`src/rtl/conv_pkg.sv`:
```
// Shared definitions for the parameterised convolution block: one-hot FSM
// encodings and the accumulator sizing rule.
package conv_pkg;

   typedef enum logic [3:0] {
      ST_IDLE = 4'b0001,
      ST_MAC  = 4'b0010,
      ST_BIAS = 4'b0100,
      ST_OUT  = 4'b1000
   } state_e;

   // Wide enough for K*K*CIN full-scale products plus sign, so it never wraps.
   function automatic int acc_width(input int dw, input int k, input int cin);
      return 2 * dw + $clog2(k * k * cin) + 1;
   endfunction

endpackage

```
`src/rtl/conv_row_mac.sv`:
```
// Combinational signed dot product of one kernel row: sum of K x*w products.
module conv_row_mac
   import conv_pkg::*;
#(
   parameter int DW    = 9,
   parameter int K     = 5,
   parameter int OUT_W = 2 * DW + 4
) (
   input  logic        [K*DW-1:0]  x_row,
   input  logic        [K*DW-1:0]  w_row,
   output logic signed [OUT_W-1:0] row_sum
);

   logic signed [OUT_W-1:0] x_ext [K];
   logic signed [OUT_W-1:0] w_ext [K];
   logic signed [OUT_W-1:0] prod  [K];

   // Operands are widened first so each product is formed at full precision.
   for (genvar j = 0; j < K; j++) begin : g_tap
      assign x_ext[j] = OUT_W'(signed'(x_row[j*DW +: DW]));
      assign w_ext[j] = OUT_W'(signed'(w_row[j*DW +: DW]));
      assign prod[j]  = x_ext[j] * w_ext[j];
   end

   always_comb begin
      row_sum = '0;
      for (int j = 0; j < K; j++) begin
         row_sum = row_sum + prod[j];
      end
   end

endmodule

```
`src/rtl/conv_param.sv`:
```
// KxK x CIN convolution: accumulates row beats, adds bias, scales, applies
// optional ReLU, saturates, and holds the result until the consumer takes it.
module conv_param
   import conv_pkg::*;
#(
   parameter int DW   = 9,
   parameter int K    = 5,
   parameter int CIN  = 1,
   parameter int FRAC = 0
) (
   input  logic                 clk,
   input  logic                 rstn,
   input  logic                 x_valid,
   output logic                 x_ready,
   input  logic [K*DW-1:0]      x_row,
   input  logic [K*DW-1:0]      w_row,
   input  logic signed [DW-1:0] bias,
   input  logic                 relu_en,
   output logic                 conv_valid,
   input  logic                 conv_ready,
   output logic signed [DW-1:0] conv_data
);

   localparam int ACC_W = acc_width(DW, K, CIN);
   localparam int BEATS = K * CIN;
   localparam int CNT_W = $clog2(BEATS + 1);
   localparam int SUM_W = ACC_W + FRAC + 1;

   localparam logic [CNT_W-1:0]        LAST_BEAT = CNT_W'(BEATS - 1);
   localparam logic signed [SUM_W-1:0] SAT_MAX   = SUM_W'(2 ** (DW - 1) - 1);
   localparam logic signed [SUM_W-1:0] SAT_MIN   = SUM_W'(-(2 ** (DW - 1)));

   state_e                  state_q, state_d;
   logic signed [ACC_W-1:0] acc_q, acc_d;
   logic [CNT_W-1:0]        cnt_q, cnt_d;
   logic signed [DW-1:0]    data_q, data_d;
   logic signed [DW-1:0]    bias_q, bias_d;
   logic                    relu_q, relu_d;

   logic signed [ACC_W-1:0] row_sum;
   logic signed [SUM_W-1:0] biased;
   logic signed [SUM_W-1:0] scaled;
   logic                    accept;

   conv_row_mac #(
      .DW    (DW),
      .K     (K),
      .OUT_W (ACC_W)
   ) u_row_mac (
      .x_row   (x_row),
      .w_row   (w_row),
      .row_sum (row_sum)
   );

   assign x_ready    = (state_q == ST_IDLE) || (state_q == ST_MAC);
   assign conv_valid = (state_q == ST_OUT);
   assign conv_data  = data_q;
   assign accept     = x_valid && x_ready;

   // NOTE: every signal written here gets a default first, so no path leaves it unassigned (no latch).
   always_comb begin
      state_d = state_q;
      acc_d   = acc_q;
      cnt_d   = cnt_q;
      data_d  = data_q;
      bias_d  = bias_q;
      relu_d  = relu_q;
      biased  = '0;
      scaled  = '0;

      case (state_q)
         ST_IDLE, ST_MAC: begin
            if (accept) begin
               acc_d = acc_q + row_sum;
               if (cnt_q == LAST_BEAT) begin
                  state_d = ST_BIAS;
                  bias_d  = bias;
                  relu_d  = relu_en;
               end else begin
                  state_d = ST_MAC;
                  cnt_d   = cnt_q + 1'b1;
               end
            end
         end
         ST_BIAS: begin
            // Bias is aligned to the accumulator's fixed point before the floor shift.
            biased = SUM_W'(acc_q) + (SUM_W'(bias_q) <<< FRAC);
            scaled = biased >>> FRAC;
            if (relu_q && scaled[SUM_W-1]) begin
               scaled = '0;
            end
            if (scaled > SAT_MAX) begin
               data_d = SAT_MAX[DW-1:0];
            end else if (scaled < SAT_MIN) begin
               data_d = SAT_MIN[DW-1:0];
            end else begin
               data_d = scaled[DW-1:0];
            end
            state_d = ST_OUT;
         end
         ST_OUT: begin
            if (conv_ready) begin
               state_d = ST_IDLE;
               acc_d   = '0;
               cnt_d   = '0;
            end
         end
         default: state_d = ST_IDLE;
      endcase
   end

   // NOTE: state registers use non-blocking assignments so all flops update together at the edge.
   always_ff @(posedge clk or negedge rstn) begin
      if (!rstn) begin
         state_q <= ST_IDLE;
         acc_q   <= '0;
         cnt_q   <= '0;
         data_q  <= '0;
         bias_q  <= '0;
         relu_q  <= 1'b0;
      end else begin
         state_q <= state_d;
         acc_q   <= acc_d;
         cnt_q   <= cnt_d;
         data_q  <= data_d;
         bias_q  <= bias_d;
         relu_q  <= relu_d;
      end
   end

endmodule

```
`config.mk`:
```
export PLATFORM = sky130hd
export DESIGN_NAME = conv_param
export DESIGN_NICKNAME = d
export VERILOG_FILES = /design/src/rtl/conv_pkg.sv /design/src/rtl/conv_row_mac.sv /design/src/rtl/conv_param.sv
export SDC_FILE = /design/constraint.sdc
export NUM_CORES = 1
export LEC_CHECK = 0
export BUFFER_PORTS_ARGS = -buffer_cell sky130_fd_sc_hd__buf_2
export CAP_MARGIN = 10
export CORE_MARGIN = 8
export CORE_UTILIZATION = 50
export DETAILED_ROUTE_END_ITERATION = 16
export GPL_ROUTABILITY_DRIVEN = 0
export PLACE_DENSITY = 0.67
export SETUP_SLACK_MARGIN = 0.1
export SYNTH_ARGS = -nofsm -noshare
export SYNTH_HDL_FRONTEND = slang
export SYNTH_SLANG_ARGS = --single-unit
```
`constraint.sdc`:
```
create_clock -name clk -period 5.7 [get_ports clk]
set_clock_uncertainty 0.15 [all_clocks]
set_input_delay 0.57 -clock clk [delete_from_list [all_inputs] [get_ports clk]]
set_output_delay 0.57 -clock clk [all_outputs]
set_load 0.05 [all_outputs]
```
After elaboration in Yosys (flattened, before gate mapping)
Cells that the tools add are included.
W data, S select, Z words.

operators by class
  add/sub/neg operators = 7
  multipliers = 5
  order comparisons = 2
  equality and inequality tests = 8
  multiplexer cells = 15
  reduce and logical (&&, ||, !) cells = 9

operators by type and width
  kind                   count
  $add A24 B24 Y24       5
  $mul A9 B9 Y18         5
  $mux W25               2
  $mux W24               2
  $pmux W24 S2           1
  $add A24 B9 Y25        1
  $gt A25 B9 Y1 const B  1
  $lt A25 B9 Y1 const B  1
  $mux W9                2
  $mux W3                4
  $pmux W4 S3            1
  $mux W4                2
  $pmux W3 S2            1
  $reduce_and A3 Y1      2
  $eq A4 B1 Y1 const B   1
  $eq A4 B2 Y1 const B   1
  $eq A4 B3 Y1 const B   1
  $eq A4 B4 Y1 const B   1
  $ne A2 B2 Y1 const B   2
  $reduce_and A4 Y1      1
  $add A3 B1 Y3 const B  1
  $eq A3 B3 Y1 const B   1
  $logic_and A1 B1 Y1    2
  $ne A2 B1 Y1 const B   1
  other kinds (4)        4

word-level totals
  register bits = 50
  output and inout bits = 11

Longest topological paths before layout
Gate-level depths: netlist of run 1.

  depth after elaboration = 8
  gate-level depth with buffers = 38
  gate-level depth less buffers = 37

By module
A second synthesis of run 1 with hierarchy kept.

second synthesis, totals
  cell total of the unflattened synthesis = 2273
  area, all modules = 21521.9 sq um

by module, submodules not included
  module        instances  cells an instance  area each (sq um)
  conv_row_mac  1          1758               17101.4
  conv_param    1          515                4420.5

Worst setup path after synthesis of run 1
OpenSTA, ideal clock, no wires.

  kind = input-to-reg
  start point = input port w_row[18]
  end point = register acc_q[23]
  arrival = 8425 ps
  data required time = 5432 ps
  setup slack = -2993 ps
  stages = 35
  buffers on the path = 1
  cells stage by stage = clkbuf_1 > nand2_1 > fa_1 > inv_1 > fa_1 > ha_1 > inv_1 > fa_1 > inv_1 > ha_1 > ha_1 > fa_1 > a21o_1 > a21oi_1 > o21bai_1 > a21oi_1 > o21bai_1 > a21oi_1 > o21bai_1 > a2111oi_0 > nor3_1 > xnor2_1 > fa_1 > inv_1 > fa_1 > fa_1 > inv_1 > ha_1 > a21oi_1 > a21oi_1 > a41o_1 > nor3_1 > o21bai_1 > xnor2_1 > a21o_1

between the ends
  longest elaborated chain between the ends = 7

ends and longest elaborated chain
  item                           line                text
  start: declaration             conv_param.sv:16    input logic [K*DW-1:0] w_row,
  $mul A9 B9 Y18                 conv_row_mac.sv:22  assign prod[j] = x_ext[j] * w_ext[j];
  $add A24 B24 Y24 (3 in a row)  conv_row_mac.sv:28  row_sum = row_sum + prod[j];
  $add A24 B24 Y24               conv_param.sv:74    acc_d = acc_q + row_sum;
  $mux W24                       conv_param.sv:73    if (accept) begin
  $pmux W24 S2                   conv_param.sv:71    case (state_q)
  end signal: assignment         conv_param.sv:116   acc_q <= '0;
  end signal: assignment         conv_param.sv:123   acc_q <= acc_d;
  end: declaration               conv_param.sv:34    logic signed [ACC_W-1:0] acc_q, acc_d;

Every way passes these cells. The select of a mux whose other input is x is not followed.
A chain may end at the register's enable or synchronous reset.

Worst setup path in the final report of run 1
  start point = input port x_row[5]
  end point = register acc_q[22]

between the ends
  longest elaborated chain between the ends = 8

ends and longest elaborated chain
  item                           line                text
  start: declaration             conv_param.sv:15    input logic [K*DW-1:0] x_row,
  $mul A9 B9 Y18                 conv_row_mac.sv:22
  $add A24 B24 Y24 (4 in a row)  conv_row_mac.sv:28
  $add A24 B24 Y24               conv_param.sv:74
  $mux W24                       conv_param.sv:73
  $pmux W24 S2                   conv_param.sv:71

Every way passes these cells. The select of a mux whose other input is x is not followed.

==> flow_summary.yaml, run 1 <==
critical_path:
  slowest_stage_delay_on_critical_path_ps: 520
  worst-endpoint-arrival_ps: 8290
  largest_fanout_on_the_critical_path: 5
  worstReg2RegStart: "acc_q[2]"
  startpoint: "x_row[5]"
  cpMaxStageDelayCell: "sky130_fd_sc_hd__fa_1"
  worstSetupEndpointType: "flop"
  worst-endpoint-required_ps: 5720
  path_class: "in -> reg"
  timing.critical_path.from_type: "input port"
route:
  first_pass_iters: 5
  routedWlPerCell_um: 15.7
  wirelength_um: 52000
  drcViolationCount: 0
  via_total_after_detailed_routing: 17000
  drt.antenna.violating_nets: 0
  initialDrtViolationCount: 804
  route.detailed.vias_per_inst: 5.11
synthesis:
  average_cell_area_after_synthesis_um2: 9.11
  synth-main-ff-cell: "sky130_fd_sc_hd__dfrtp_1"
  synth_area_um2: 21200
  synthesis.instances: 2330
  synthDistinctLibCells: 64
  postSynth.asyncResetShare_pct: 100
  yosysTopAreaCellShare_pct: 41.2
  synth.area.top_cells: "sky130_fd_sc_hd__fa_1 41%, sky130_fd_sc_hd__ha_1 14%, sky130_fd_sc_hd__inv_1 9.6%"
  yosysWarningCount: 0
  mappedNetlistNets: 3109
  synth_edf_count: 0
  synth_seq_cells: 50
  synth_sequential_area_ratio_pct: 5.90
  yosys.area.top_type: "sky130_fd_sc_hd__fa_1"
timing:
  slew_headroom_pct: 40.7
  finalWorstPathRequiredPeriod_ps: 8270
  final-hold-violation-count: 0
  timing.final.setup_violations: 18
  drv_slew: 0
  finalWorstSetupSlack_ps: -2570
  grt_setup_unrepaired: "yes"
  achievable-frequency_ghz: 0.121
  worst_slew_pin_slew_ps: 888
  post-route-period-util_pct: 145
cts:
  cts.root.buffer_cell: "sky130_fd_sc_hd__clkbuf_16"
  cts_tree: "done"
  clock_tree.buffer_depth: 2
  clk_pin_slew_ps: 70
  cts_made_buffers: 5
  clkLatencyLatePin_ps: 300
  h-tree-depth: 2
  cts.sink_count: 50
  postCtsHoldBufs: 0
floorplan:
  boundaryPins: 115
  fp.dieW_um: 222
  core_um2: 41900
  initial_utilization_pct: 50.6
  die_y_um: 222
  row_count: 75
  dieArea_um2: 49300
layout:
  num_antenna_cells: 0
  drive_above_1_share_pct: 26.6
  nNetsFinal: 3564
  multi_input_area_um2: 18900
  layout_area_growth_over_synthesis_pct: 25.7
  non_filler_instances: 3325
  nFillCells: 3371
  ff_latch_area_um2: 1250
placed_design:
  post-place-ws_ps: -2970
  port_buffers: 114
  place.detailed.instances: 3283
  dp.final_hpwl_um: 45500
global_routing:
  antenna_found_initial: 0
  first_global_vias: 18800
  track_usage_pct: 21.3
  grt_first_pass_wirelength_um: 88900
  grt_max_degree: 51
  grt_remaining_overflow: 0
status:
  outcome: "finished, violations left"
  failed_checks: "negative setup slack"
hold_path:
  min-delay-path-class: "in -> async"
flow_run:
  max_cap_violations: 0
## stage by stage
step                setup TNS, ps  area, um2  hold slack, ps  utilization (%)
floorplan                  -26870      22000             124                -
global placement           -37860      25400             316             60.6
detailed placement         -39180      25400             325             60.6
CTS                        -33090      26200             253             62.4
global route               -36850      26700             282             63.6
finish                     -32660      26700             240             63.6
## flip-flops by register name, indices dropped and copies added (netlist names)
| signal | flops |
|---|---|
| bias_q | 9 |
| acc_q | 24 |
| state_q | 4 |
| relu_q | 1 |
| conv_data | 9 |
| cnt_q | 3 |
## cell families (layout without fill, tap and decap cells)
logic type,after synthesis,in the layout,share of synthesized area (%)
buffers and inverters,599,1055,10.7
flip-flops,50,50,5.90
AO/OA/AOI/OAI,250,250,7.58
multiplexers,11,11,0.584
AND/OR/NAND/NOR,606,606,14.3
XOR/XNOR,139,139,5.74
adder cells (fa/ha/maj),675,675,55.2
## per-layer routing
layer | GRT usage [%] | routed length, um | share of wire [%]
met4 | 4.90 | 1310 | 2.5
met5 | 0 | 0 | 0
met3 | 1.24 | 1450 | 2.8
met2 | 39.9 | 27800 | 53
met1 | 26.6 | 21500 | 41
## synth_stat cells (3+ instances only)
master and number:
sky130_fd_sc_hd__inv_1 542, sky130_fd_sc_hd__a21oi_1 64, sky130_fd_sc_hd__nand3_1 32, sky130_fd_sc_hd__xnor2_1 99
sky130_fd_sc_hd__xor2_1 40, sky130_fd_sc_hd__o21a_1 14, sky130_fd_sc_hd__o31ai_1 6, sky130_fd_sc_hd__clkbuf_1 53
sky130_fd_sc_hd__a21boi_0 6, sky130_fd_sc_hd__and3_1 5, sky130_fd_sc_hd__nand4_1 7, sky130_fd_sc_hd__nand2_1 225
sky130_fd_sc_hd__or3_1 8, sky130_fd_sc_hd__and2_1 179, sky130_fd_sc_hd__a21o_1 28, sky130_fd_sc_hd__dfrtp_1 49
sky130_fd_sc_hd__ha_1 238, sky130_fd_sc_hd__nand2b_1 20, sky130_fd_sc_hd__a41oi_1 4, sky130_fd_sc_hd__o22ai_1 10
sky130_fd_sc_hd__mux2_2 11, sky130_fd_sc_hd__or2_2 4, sky130_fd_sc_hd__o21ai_0 62, sky130_fd_sc_hd__nand3b_1 3
sky130_fd_sc_hd__nor2b_1 20, sky130_fd_sc_hd__a31oi_1 3, sky130_fd_sc_hd__fa_1 437, sky130_fd_sc_hd__o21bai_1 18
sky130_fd_sc_hd__nor3_1 22, sky130_fd_sc_hd__o211ai_1 3, sky130_fd_sc_hd__nor2_1 68, sky130_fd_sc_hd__a211oi_1 5
sky130_fd_sc_hd__nor4_1 3
## what timing repair did
item                       CTS  global route
pin swaps                  106           110
setup buffers               30            13
setup endpoints to repair   19            20
gates resized for setup    106            96
gates cloned                 0             0
## final timing paths
kind                       slack (ps)  depth (start not counted)           end
setup / recovery                -2570                         38     acc_q[22]
hold / removal                    240                          2  conv_data[3]
setup reg to reg                  680                         17     acc_q[22]
hold reg to reg                   330                          1  conv_data[8]
max in group asynchronous        4710                          2      acc_q[9]
min in group clk                  330                          1  conv_data[8]
## final cells by class
type                            count  area share (%)
Multi-Input combinational cell   1681            70.8
Timing Repair Buffer              505            13.8
Inverter                          542            7.64
Sequential cell                    50            4.69
Tap cell                          539            2.53
Clock buffer                        6           0.483
Clock inverter                      2          0.0516
## cells in the final DEF (no fill, tap or decap), drive strengths merged, types with 22 or more instances in the layout
master	n
xnor2	99
ha	238
a21o	29
xor2	40
nor3	22
dfrtp	49
a21oi	65
o21ai	64
nand3	32
and2	179
buf	499
inv	542
fa	437
nand2	225
nor2	68
## critical path: cells and delay by family
| kind | cells | cell delay, ps |
|---|---|---|
| adders and majority gates | 11 | 4250 |
| AOI/OAI and AO/OA | 9 | 1410 |
| and+or+nand+nor | 7 | 1050 |
| buffers and inverters | 10 | 800 |
| xor gates and xnor gates | 1 | 210 |
Power of run 1 is not shown: default switching activity piles up to over one toggle a cycle in this logic, so the estimate is an artifact.
==> inputs of run 2 (changes only) <==
--- a/config.mk
+++ b/config.mk
@@ -5,6 +5,7 @@
 export SDC_FILE = /design/constraint.sdc
 export NUM_CORES = 1
 export LEC_CHECK = 0
+export ABC_AREA = 1
 export BUFFER_PORTS_ARGS = -buffer_cell sky130_fd_sc_hd__buf_2
 export CAP_MARGIN = 10
 export CORE_MARGIN = 8
==> constraint.sdc (replaced) <==
create_clock -name clk -period 9.3 [get_ports clk]
set_clock_uncertainty 0.15 [all_clocks]
set_input_delay 0.93 -clock clk [delete_from_list [all_inputs] [get_ports clk]]
set_output_delay 0.93 -clock clk [all_outputs]
set_load 0.05 [all_outputs]
==> run 2 against run 1 <==
Compared with the run above: cell area fell by 10%; utilization is 11 points lower; sequential share of layout area grew 0.54 points; critical path depth shrank 3; largest cell class unchanged; register-to-register slack improved by 4200 ps; the flow now finishes without violations; clock-buffer cell count decreased by 1; sequential cell count unchanged; die area rose by 6.3%; cell count grew 9.0%.
==> flow_summary.yaml, run 2 <==
layout:
  layout.cells.most_common: "sky130_fd_sc_hd__inv_1"
  largest_register_ff_count: 24
  drive_above_1_share_pct: 6.51
  final_cell_mix: "868 x sky130_fd_sc_hd__inv_1, 750 x sky130_fd_sc_hd__nand2_1, 436 x sky130_fd_sc_hd__fa_1"
  regMostFlops: "acc_q"
  layout_area_growth_over_synthesis_pct: 5.60
  final_core_util_pct: 53.1
  nNetsFinal: 3802
global_routing:
  grt.busiest_layer: "met2"
  antenna_found_initial: 1
  globalRouteMet2Util_pct: 35.3
  grt_remaining_overflow: 0
  first_global_vias: 18600
  met3_capacity_usage_during_global_routing_pct: 1.69
  grt_max_degree: 51
  track_usage_pct: 19.7
  grt_first_pass_wirelength_um: 87500
  met1_routing_resource_usage_after_global_routing_pct: 26.1
critical_path:
  worst_r2r_path_depth: 22
  path_class: "in -> reg"
  timing.critical_path.from_type: "input port"
  cpMaxStageDelayCell: "sky130_fd_sc_hd__fa_2"
  worst-endpoint-arrival_ps: 8890
  largest_fanout_on_the_critical_path: 9
  rrSetupSlack_ps: 4900
  worst-endpoint-required_ps: 9380
  library_cell_appearing_most_often_on_the_critical_path: "sky130_fd_sc_hd__fa_1"
  worstReg2RegStart: "acc_q[5]"
  reg2reg_to: "acc_q[18]"
  worstSetupEndpointType: "flop"
  slowest_stage_delay_on_critical_path_ps: 620
cts:
  postCtsHoldBufs: 0
  cts.root.buffer_cell: "sky130_fd_sc_hd__clkbuf_16"
  cts_tree: "done"
  clk_pin_slew_ps: 70
  clkLatencyLatePin_ps: 300
  cts.sink_count: 50
  cts_made_buffers: 5
  clock_tree.buffer_depth: 2
  h-tree-depth: 2
synthesis:
  synth_top_cells_by_count: "873 x sky130_fd_sc_hd__inv_1, 752 x sky130_fd_sc_hd__nand2_1, 437 x sky130_fd_sc_hd__fa_1"
  synth_seq_cells: 50
  synth-main-ff-cell: "sky130_fd_sc_hd__dfrtp_1"
  postSynth.asyncResetShare_pct: 100
  synth_edf_count: 0
  mappedNetlistNets: 3763
  average_cell_area_after_synthesis_um2: 7.59
  synth.most_common_cell: "sky130_fd_sc_hd__inv_1"
  yosysTopAreaCellShare_pct: 38.6
  synth_sequential_area_ratio_pct: 5.53
  synthDistinctLibCells: 46
  synth.area.top_cells: "sky130_fd_sc_hd__fa_1 39%, sky130_fd_sc_hd__inv_1 14%, sky130_fd_sc_hd__ha_1 13%"
  yosysWarningCount: 0
  synthesis.instances: 2984
  synth_area_um2: 22700
  yosys.area.top_type: "sky130_fd_sc_hd__fa_1"
floorplan:
  row_count: 78
  boundaryPins: 115
  die_y_um: 229
  initial_utilization_pct: 50.3
  dieArea_um2: 52400
  fp.dieW_um: 229
  core_um2: 45100
route:
  wirelength_um: 50500
  routedWlPerCell_um: 13.9
  via_total_after_detailed_routing: 17700
  route.detailed.vias_per_inst: 4.88
  initialDrtViolationCount: 876
  drcViolationCount: 0
  drt.antenna.violating_nets: 0
  first_pass_iters: 7
timing:
  grt_setup_unrepaired: "no"
  achievable-frequency_ghz: 0.114
  fin_tns_setup_ps: 0
  slew_headroom_pct: 44.2
  final-hold-violation-count: 0
  finalWorstSetupSlack_ps: 498
  timing.final.setup_violations: 0
  post-route-period-util_pct: 94.6
  worst_slew_pin_slew_ps: 832
  drv_slew: 0
  finalWorstPathRequiredPeriod_ps: 8800
  holdWs_ps: 331
placed_design:
  port_buffers: 114
  dp.final_hpwl_um: 45100
  post-place-ws_ps: 31.3
hold_path:
  min_path_cells: 2
  whs_endpoint: "conv_data[0]"
  hold_path_startpoint: "conv_data[0]"
  min-delay-path-class: "reg -> reg"
status:
  outcome: "finished, final reports clean"
flow_run:
  max_cap_violations: 0
-- run 2: repair_timing --
| action | CTS | global route |
|---|---|---|
| resized for setup | 0 | 23 |
| setup buffers | 0 | 4 |
| endpoints found under the setup margin | 0 | 6 |
-- run 2: layout make-up --
cell class,instances,area (um2)
fill,4395,21200
multi-input combinational,1959,17800
inverter,882,3320
sequential,50,1250
tap,600,751
timing repair buffer,125,671
clock buffer,5,125
clock inverter,3,25.0
antenna,1,2.50
-- run 2: kinds of logic after synthesis --
group,Yosys count,share of synthesized area [%]
and+or+nand+nor,988,17.8
xor gates and xnor gates,108,4.17
AOI/OAI and AO/OA,188,4.62
adders and majority gates,675,51.7
DFF,50,5.53
buffers and inverters,975,16.2
-- run 2: through the flow --
step                      std cells  cell area, um2
after CTS                      3619           23800
final                          3625           23900
after global placement         3611           23700
after detailed placement       3611           23700
after floorplan                2984           22700
after global routing           3624           23900
-- run 2: per-layer routing --
metal	wire [um]	vias to the layer above	share of wire, %
li1	-	8668	-
met2	25400	355	50
met1	22100	8595	44
met3	2020	65	4.0
met5	0	-	0
met4	915	0	1.8
-- run 2: worst max path at each step --
stage | endpoint | cells past startpoint | slack [ps] | start
after floorplan | acc_q[22] | 33 | 740 | w_row[18]
after global placement | acc_q[22] | 32 | 230 | w_row[26]
after detailed placement | acc_q[22] | 33 | 30 | w_row[17]
after CTS | acc_q[22] | 33 | 330 | w_row[17]
after global routing | acc_q[22] | 41 | 60 | w_row[10]
final | acc_q[22] | 35 | 500 | x_row[23]
-- run 2: critical path, delay by kind of cell --
kind,cells,cell delay [ps]
fa+ha+maj,11,4800
buf+inv,7,640
xor+xnor,1,240
simple gates,5,510
compound gates,11,1750
Power of run 2 is left out for the same reason.
==> inputs of run 3 (changes only) <==
--- a/config.mk
+++ b/config.mk
@@ -9,10 +9,10 @@
 export BUFFER_PORTS_ARGS = -buffer_cell sky130_fd_sc_hd__buf_2
 export CAP_MARGIN = 10
 export CORE_MARGIN = 8
-export CORE_UTILIZATION = 50
+export CORE_UTILIZATION = 51
 export DETAILED_ROUTE_END_ITERATION = 16
 export GPL_ROUTABILITY_DRIVEN = 0
-export PLACE_DENSITY = 0.67
+export PLACE_DENSITY = 0.68
 export SETUP_SLACK_MARGIN = 0.1
 export SYNTH_ARGS = -nofsm -noshare
 export SYNTH_HDL_FRONTEND = slang
==> run 3 against run 2 <==
Compared with the run above: sequential cell count unchanged; register-to-register slack lost 70 ps; sequential share of layout area about the same; utilization is 1.4 points higher; worst hold slack lost 10 ps; highest routed layer unchanged; first-iteration DRC count decreased by 2.5%; wire length rose by 2.3%; global-route usage is 1.0 points higher; via count rose by 0.59%; worst setup slack lost 200 ps; cell area up 0.29%; critical path depth up 1.
==> flow_summary.yaml, run 3 (synthesis results as in run 2) <==
critical_path:
  cpMaxStageDelayCell: "sky130_fd_sc_hd__fa_1"
  slowest_stage_delay_on_critical_path_ps: 610
  timing.critical_path.from_type: "input port"
  path_class: "in -> reg"
  rrSetupSlack_ps: 4830
  reg2reg_to: "acc_q[18]"
  worst-endpoint-arrival_ps: 9030
  worst_r2r_path_depth: 22
  largest_fanout_on_the_critical_path: 9
  worstReg2RegStart: "acc_q[5]"
  worst-endpoint-required_ps: 9330
  library_cell_appearing_most_often_on_the_critical_path: "sky130_fd_sc_hd__fa_1"
  worstSetupEndpointType: "flop"
route:
  drcViolationCount: 0
  route.detailed.vias_per_inst: 4.92
  via_total_after_detailed_routing: 17800
  wirelength_um: 51700
  drt.antenna.violating_nets: 0
  initialDrtViolationCount: 854
  routedWlPerCell_um: 14.3
  first_pass_iters: 7
timing:
  final-hold-violation-count: 0
  worst_slew_pin_slew_ps: 788
  achievable-frequency_ghz: 0.111
  drv_slew: 0
  holdWs_ps: 321
  grt_setup_unrepaired: "yes"
  slew_headroom_pct: 47.2
  timing.final.setup_violations: 0
  post-route-period-util_pct: 96.8
  finalWorstSetupSlack_ps: 302
  finalWorstPathRequiredPeriod_ps: 9000
layout:
  multi_input_area_um2: 17800
  nFillCells: 4261
  nNetsFinal: 3802
  non_filler_instances: 3619
  ff_latch_area_um2: 1250
  regMostFlops: "acc_q"
  layout_area_growth_over_synthesis_pct: 5.90
  largest_register_ff_count: 24
  final_core_util_pct: 54.5
  layout.cells.most_common: "sky130_fd_sc_hd__inv_1"
  drive_above_1_share_pct: 6.65
  final_cell_mix: "869 x sky130_fd_sc_hd__inv_1, 750 x sky130_fd_sc_hd__nand2_1, 435 x sky130_fd_sc_hd__fa_1"
cts:
  h-tree-depth: 2
  cts_made_buffers: 5
  cts_tree: "done"
  clk_pin_slew_ps: 70
  clock_tree.buffer_depth: 2
  clkLatencyLatePin_ps: 290
  cts.sink_count: 50
  cts.root.buffer_cell: "sky130_fd_sc_hd__clkbuf_16"
global_routing:
  track_usage_pct: 20.7
  antenna_found_initial: 2
  first_global_vias: 18900
  grt_max_degree: 51
  grt_remaining_overflow: 0
  grt_first_pass_wirelength_um: 88000
placed_design:
  port_buffers: 114
  post-place-ws_ps: -77.9
  place.detailed.instances: 3603
  dp.final_hpwl_um: 45700
floorplan:
  die_y_um: 227
  boundaryPins: 115
  initial_utilization_pct: 51.5
  dieArea_um2: 51400
  core_um2: 44000
  row_count: 77
  fp.dieW_um: 227
status:
  outcome: "finished, final reports clean"
hold_path:
  min_path_cells: 2
  hold_path_startpoint: "conv_data[5]"
  whs_endpoint: "conv_data[5]"
  min-delay-path-class: "reg -> reg"
flow_run:
  max_cap_violations: 0
## run 3: timing repair
item	4_1_cts	5_1_grt
hold buffers	0	0
buffers inserted	0	4
setup endpoints to repair	0	7
resized for setup	0	26
## run 3: critical path, delay by kind of cell
family | cells | cell delay (ps)
AOI/OAI and AO/OA | 6 | 860
xor gates and xnor gates | 1 | 270
adders and majority gates | 10 | 4690
buffers and inverters | 9 | 980
and+or+nand+nor | 10 | 1290
## run 3: worst max path at each step
stage,start,end,slack [ps]
5_1_grt,x_row[26],acc_q[23],-230
3_5_place_dp,w_row[17],acc_q[22],-80
2_1_floorplan,w_row[18],acc_q[22],740
4_1_cts,w_row[17],acc_q[22],230
3_3_place_gp,w_row[17],acc_q[22],200
6_report,x_row[26],acc_q[23],300
## run 3: layout make-up
cell class	instances	area share (%)
diodes	3	0.0313
clock buffers	5	0.521
clock inverters	3	0.287
inverters	882	13.8
multi-input cells	1959	74.3
flip-flops and latches	50	5.22
well taps	592	3.09
repair buffers	125	2.79
## run 3: metal layers
metal  GRT usage (%)  share of wire (%)  vias up
met2            37.2                 50      418
met1            27.1                 43     8624
met4            4.39                2.1        0
li1                -                  -     8677
met5               0                  0        -
met3            1.72                4.5       69
## run 3: through the flow
stage                     instance area (um2)  setup TNS (ps)
after floorplan                         22700               0
after global placement                  23700               0
after detailed placement                23700           -77.9
after CTS                               23900               0
after global routing                    24000            -499
final                                   24000               0
Power of run 3 is left out for the same reason.
